`config.mk`:
```
export PLATFORM = sky130hd
export DESIGN_NAME = sprite_mem_arbiter
export DESIGN_NICKNAME = d
export VERILOG_FILES = /design/src/rtl/sprite_mem_arbiter.sv
export SDC_FILE = /design/constraint.sdc
export NUM_CORES = 1
export LEC_CHECK = 0
export CAP_MARGIN = 10
export CORE_UTILIZATION = 41
export DETAILED_ROUTE_END_ITERATION = 12
export GPL_TIMING_DRIVEN = 0
export HOLD_SLACK_MARGIN = 0.02
export PLACE_DENSITY_LB_ADDON = 0.2
export SLEW_MARGIN = 20
export SYNTH_ARGS = -nofsm -noshare
export SYNTH_HDL_FRONTEND = slang
export SYNTH_SLANG_ARGS = --single-unit
```
`constraint.sdc`:
```
create_clock -name clk -period 4 [get_ports clk]
set_clock_uncertainty 0.1 [all_clocks]
set_input_delay 0.8 -clock clk [delete_from_list [all_inputs] [get_ports clk]]
set_output_delay 0.8 -clock clk [all_outputs]
set_load 0.02 [all_outputs]
```
`src/rtl/sprite_mem_arbiter.sv`:
```
// Sprite-memory arbiter: shares one synchronous single-port RAM between the
// barrier renderer (r0), the sprite renderer (r1) and the sprite loader (w).
// Grants are decided combinationally; the memory port is registered one
// cycle after the grant. Read data returns two cycles after the grant,
// tagged for its owner.
module sprite_mem_arbiter #(
  parameter int ADDR_W       = 10,
  parameter int DATA_W       = 9,
  parameter int STARVE_LIMIT = 16
) (
  input  logic              clk,
  input  logic              reset,
  input  logic              active,
  input  logic              r0_req,
  input  logic [ADDR_W-1:0] r0_addr,
  input  logic              r1_req,
  input  logic [ADDR_W-1:0] r1_addr,
  input  logic              w_req,
  input  logic [ADDR_W-1:0] w_addr,
  input  logic [DATA_W-1:0] w_data,
  output logic              r0_gnt,
  output logic              r1_gnt,
  output logic              w_gnt,
  output logic              r0_valid,
  output logic              r1_valid,
  output logic [DATA_W-1:0] rd_data,
  output logic [ADDR_W-1:0] mem_addr,
  output logic              mem_we,
  output logic [DATA_W-1:0] mem_wdata,
  input  logic [DATA_W-1:0] mem_rdata
);

  localparam int CNT_W = $clog2(STARVE_LIMIT) + 1;
  localparam logic [CNT_W-1:0] CNT_MAX = CNT_W'(STARVE_LIMIT);

  // Round-robin pointer between the sprite renderer and the loader.
  typedef enum logic {
    PTR_R1 = 1'b0,
    PTR_W  = 1'b1
  } rr_ptr_e;

  // Owner of the access sitting in the first tag stage.
  typedef enum logic [1:0] {
    TAG_NONE = 2'b00,
    TAG_R0   = 2'b01,
    TAG_R1   = 2'b10
  } owner_e;

  rr_ptr_e           rr_ptr_r;
  logic [CNT_W-1:0]  starve_cnt_r;
  logic              starved_s;
  logic              r0_gnt_s;
  logic              r1_gnt_s;
  logic              w_gnt_s;
  logic              grant_any_s;
  logic [ADDR_W-1:0] gnt_addr_s;
  owner_e            tag1_r;
  logic              r0_valid_r;
  logic              r1_valid_r;
  logic [ADDR_W-1:0] mem_addr_r;
  logic              mem_we_r;
  logic [DATA_W-1:0] mem_wdata_r;
  logic [DATA_W-1:0] rd_data_s;

  assign starved_s   = (starve_cnt_r == CNT_MAX);
  assign grant_any_s = r0_gnt_s | r1_gnt_s | w_gnt_s;

  // Pick at most one requester from the current requests, video phase,
  // round-robin pointer and starvation state; nothing is granted in reset.
  always_comb begin
    r0_gnt_s = 1'b0;
    r1_gnt_s = 1'b0;
    w_gnt_s  = 1'b0;
    if (reset) begin
      if (active) begin
        // Visible area: barrier renderer first, then r1/w share fairly.
        if (r0_req) begin
          r0_gnt_s = 1'b1;
        end else if (r1_req && (starved_s || !w_req || (rr_ptr_r == PTR_R1))) begin
          r1_gnt_s = 1'b1;
        end else if (w_req) begin
          w_gnt_s = 1'b1;
        end else begin
          w_gnt_s = 1'b0;
        end
      end else begin
        // Blanking: loader first, but a starved sprite renderer overrides.
        if (r1_req && starved_s) begin
          r1_gnt_s = 1'b1;
        end else if (w_req) begin
          w_gnt_s = 1'b1;
        end else if (r0_req) begin
          r0_gnt_s = 1'b1;
        end else if (r1_req) begin
          r1_gnt_s = 1'b1;
        end else begin
          r1_gnt_s = 1'b0;
        end
      end
    end else begin
      r0_gnt_s = 1'b0;
      r1_gnt_s = 1'b0;
      w_gnt_s  = 1'b0;
    end
  end

  // Select the address of the granted requester; hold the port otherwise.
  always_comb begin
    gnt_addr_s = mem_addr_r;
    case ({r0_gnt_s, r1_gnt_s, w_gnt_s})
      3'b100:  gnt_addr_s = r0_addr;
      3'b010:  gnt_addr_s = r1_addr;
      3'b001:  gnt_addr_s = w_addr;
      default: gnt_addr_s = mem_addr_r;
    endcase
  end

  // Read data is only meaningful while a valid is presented.
  always_comb begin
    if (r0_valid_r || r1_valid_r) begin
      rd_data_s = mem_rdata;
    end else begin
      rd_data_s = {DATA_W{1'b0}};
    end
  end

  // Round-robin pointer: after serving one of r1/w, favour the other one.
  // Only visible-area arbitration moves it.
  always_ff @(posedge clk or negedge reset) begin
    if (!reset) begin
      rr_ptr_r <= PTR_R1;
    end else if (active && r1_gnt_s) begin
      rr_ptr_r <= PTR_W;
    end else if (active && w_gnt_s) begin
      rr_ptr_r <= PTR_R1;
    end else begin
      rr_ptr_r <= rr_ptr_r;
    end
  end

  // Starvation counter: counts cycles r1 waits, saturating at the limit.
  always_ff @(posedge clk or negedge reset) begin
    if (!reset) begin
      starve_cnt_r <= {CNT_W{1'b0}};
    end else if (!r1_req || r1_gnt_s) begin
      starve_cnt_r <= {CNT_W{1'b0}};
    end else if (!starved_s) begin
      starve_cnt_r <= starve_cnt_r + CNT_W'(1);
    end else begin
      starve_cnt_r <= starve_cnt_r;
    end
  end

  // Registered memory port: present the granted access one cycle later.
  always_ff @(posedge clk or negedge reset) begin
    if (!reset) begin
      mem_addr_r  <= {ADDR_W{1'b0}};
      mem_we_r    <= 1'b0;
      mem_wdata_r <= {DATA_W{1'b0}};
    end else begin
      mem_we_r <= w_gnt_s;
      if (grant_any_s) begin
        mem_addr_r <= gnt_addr_s;
      end else begin
        mem_addr_r <= mem_addr_r;
      end
      if (w_gnt_s) begin
        mem_wdata_r <= w_data;
      end else begin
        mem_wdata_r <= mem_wdata_r;
      end
    end
  end

  // Owner-tag pipeline: stage 1 aligns with the memory address, stage 2
  // with the returned read data. Writes carry no tag.
  always_ff @(posedge clk or negedge reset) begin
    if (!reset) begin
      tag1_r     <= TAG_NONE;
      r0_valid_r <= 1'b0;
      r1_valid_r <= 1'b0;
    end else begin
      if (r0_gnt_s) begin
        tag1_r <= TAG_R0;
      end else if (r1_gnt_s) begin
        tag1_r <= TAG_R1;
      end else begin
        tag1_r <= TAG_NONE;
      end
      r0_valid_r <= (tag1_r == TAG_R0);
      r1_valid_r <= (tag1_r == TAG_R1);
    end
  end

  assign r0_gnt    = r0_gnt_s;
  assign r1_gnt    = r1_gnt_s;
  assign w_gnt     = w_gnt_s;
  assign r0_valid  = r0_valid_r;
  assign r1_valid  = r1_valid_r;
  assign rd_data   = rd_data_s;
  assign mem_addr  = mem_addr_r;
  assign mem_we    = mem_we_r;
  assign mem_wdata = mem_wdata_r;

endmodule
```
==> out/summary.txt <==
SYNTHESIS
----------------------------------------------------------------------------
Post-synthesis simple-gate area fraction                               12.5%
Number of instances in the synthesized netlist                           124
Average size of a mapped cell                                       12.3 µm²
Number of nets produced by synthesis                                     180
Dominant combinational cell family by area after synthesis      compound AO/OA/AOI/OAI gates
Synthesis-stage register bit count                                        30
Count of flip-flops with a built-in enable after synthesis                 0
Area of the mapped netlist                                       0.00152 mm²
Yosys Warn Count                                                           0
Distinct cells, synth                                                     38
Proportion of synthesized chip area in sequential cells                49.3%
Fraction of registers with async set/reset                              100%
Adder-cell area share of the yosys netlist                             1.64%
Synth Flop Type                                                      dfrtp_1
Fraction of the mapped netlist area in compound gates                  21.7%
Xor/xnor cell area share of the yosys netlist                          2.30%
Multiplexer area fraction after synthesis                              7.31%

LAYOUT
----------------------------------------------------------------------------
Leading cell types in the layout, fill and taps excluded        clkdlybuf4s50_1, dfrtp_1, nor2b_1, a2bb2oi_1, a22oi_2
Count of fill cells added during filler insertion                        233
Antenna cells                                                              0
Sequential cell area                                                 751 µm²
Multi-input logic area                                               692 µm²
Final design area excluding fillers                              0.00255 mm²
Area growth, synth to finish                                           67.8%
Commonest non-fill, non-tap cell in the layout                  clkdlybuf4s50_1
Final Net Count                                                          274
Share of cells above drive strength 1                                  18.7%
Final core utilization                                                 74.2%

CTS
----------------------------------------------------------------------------
# H-tree levels                                                            2
Root buffer cell                                                    clkbuf_8
Clock-pin transition on the worst setup and hold timing paths        0.06 ns
TritonCTS clock tree                                                    done
Number of buffers inserted during clock tree synthesis                     5
Post-CTS repair timing setup buffer count                                  0
Cts repair resizes                                                         0
CTS max path bufs                                                          2
Total clock sinks                                                         30
Hold-fix buffers, CTS                                                      0
Clock network latency to the later pin of the worst-skew pair        0.29 ns

DIE
----------------------------------------------------------------------------
Number of rows in the core area                                           21
Die height                                                           62.9 µm
Chip width                                                           62.9 µm
Core Area                                                        0.00344 mm²
Total Die Area                                                   0.00396 mm²
I/O pin count                                                             88
Starting utilization of the core area                                  44.2%

GLOBAL ROUTING
----------------------------------------------------------------------------
Number of global-route vias before repair                               1454
Antenna violations before repair                                           0
Global-route wire length before repair                               6630 µm
Largest net degree at the start of global routing                         35
Overall overflow remaining after global route                              0
GRT Total Usage                                                        22.1%

PLACEMENT
----------------------------------------------------------------------------
Count of input and output buffers                                         87
Minimum setup slack after placement                                 0.162 ns
Half-perimeter wire length after placement                           3190 µm
GPL Wtd Cong                                                           0.753
Area of placed instances                                         0.00245 mm²

POWER AND IR DROP
----------------------------------------------------------------------------
Maximum ir drop on the vdd rail                                     0.291 mV
Power density relative to cell area                               397 mW/mm²
Leakage power summed over all cells                                  1.03 nW

WORST SETUP PATH
----------------------------------------------------------------------------
Critical Path Fanout Max                                                  34
Kind of end point of the critical path                           output port
Path type of the worst setup path                               input port to output port
Req. time, crit path                                                 3.10 ns
Kind of start point of the critical path                          input port
Crit path arrival time                                               2.89 ns

TIMING
----------------------------------------------------------------------------
Sum Neg Setup Slack                                                     0 ns
Total count of max-transition violations in the final report               0
Period Utilization, post-route                                         94.7%
Minimum clock period                                                 3.79 ns
Final hold violations                                                      0
Worst slew margin relative to its limit                                51.5%
Highest Clock Rate                                                   264 MHz
Slew @ Worst Pin                                                    0.728 ns
Final worst-path setup slack                                        0.214 ns
RSZ-0062 raised after global routing                                      no
Total setup violations reported at the end of the flow                     0

JOB
----------------------------------------------------------------------------
MaxCap Viol Count                                                          0

DRT
----------------------------------------------------------------------------
Total number of vias                                                    1396
Post-route DRC                                                             0
Initial DRC count                                                         48
Avg Vias per Cell                                                       5.27
Count of antenna-violating nets left after detailed routing                0
Pre-Repair DR Iteration Count                                              4
Sum of routed wire length over all layers                            4140 µm
Wire length per cell                                                 15.6 µm

STATUS
----------------------------------------------------------------------------
Result of the run                                               complete, no violations

HOLD PATH
----------------------------------------------------------------------------
Worst min-delay path category                                   flop to flop

## cell type report
type	instances	share of cell area (%)
timing repair buffer	87	33.9
sequential	30	29.4
multi-input combinational	84	27.1
clock buffer	5	2.69
buffer	6	2.55
tap	46	2.25
clock inverter	3	1.57
inverter	4	0.588
## kinds of logic (layout without fill, tap and decap cells)
logic type,after synthesis,after routing
DFF,30,30
AOI/OAI and AO/OA,36,36
and+or+nand+nor,32,32
xor gates and xnor gates,4,4
buffers and inverters,10,105
muxes,10,10
adders and majority gates,2,2
## registers in the layout (all words and copies together), names as in the netlist
| signal | flops |
|---|---|
| starve_cnt_r | 5 |
| mem_we | 1 |
| mem_wdata | 9 |
| rr_ptr_r | 1 |
| mem_addr | 10 |
| r0_valid | 1 |
| tag1_r | 2 |
| r1_valid | 1 |
## cell usage after synthesis (2+ instances only)
master	number	area, µm²
a22oi_1	2	15.0
a22oi_2	8	100
a2bb2oi_1	9	78.8
buf_4	2	15.0
dfrtp_1	30	751
ha_1	2	25.0
inv_1	4	15.0
mux2_1	3	33.8
mux2_2	6	67.6
nand2_1	4	15.0
nand2_2	2	12.5
nand3_1	2	10.0
nor2_1	5	18.8
nor2b_1	11	68.8
o21ai_0	7	35.0
o21ai_1	3	15.0
xnor2_1	2	17.5
xor2_1	2	17.5
## per-stage QoR
step                      instances  hold WS, ns  power [mW]
after global placement          257        0.302       0.709
after floorplan                 124        0.295       0.537
after CTS                       265        0.316        1.02
after detailed placement        257        0.322       0.721
after global routing            265        0.347        1.05
final                           265        0.317        1.01
## worst max-delay path, cell delays in order
cell and delay, ns:
buf_2 0.56, nand2_1 0.21, a211oi_4 0.33, or2_4 0.21, buf_12 0.14, clkdlybuf4s50_1 0.62
## per-layer routing
metal	up-vias	global-route usage, %	share of wire (%)
met1	658	23.1	37
met2	90	40.9	53
met5	-	0	0
met3	15	4.56	7.0
li1	633	-	-
met4	0	11.9	3.2
## worst paths after layout
check	end	slack [ns]	cells after the start	from
min	r1_valid	0.32	1	tag1_r[0]
min in group asynchronous	tag1_r[1]	0.47	1	reset
max	r1_gnt	0.21	6	reset
max in group asynchronous	mem_addr[5]	2.87	1	reset
max reg2reg	mem_addr[2]	1.85	9	starve_cnt_r[0]
min reg2reg	r1_valid	0.32	1	tag1_r[0]
## power by group
part           switching, mW  internal, mW  leakage, nW
Combinational          0.145         0.188        0.606
Sequential            0.0278         0.352        0.370
Clock                  0.118         0.183       0.0579
Total                  0.291         0.724         1.03
(Power assumes the default switching activity.)
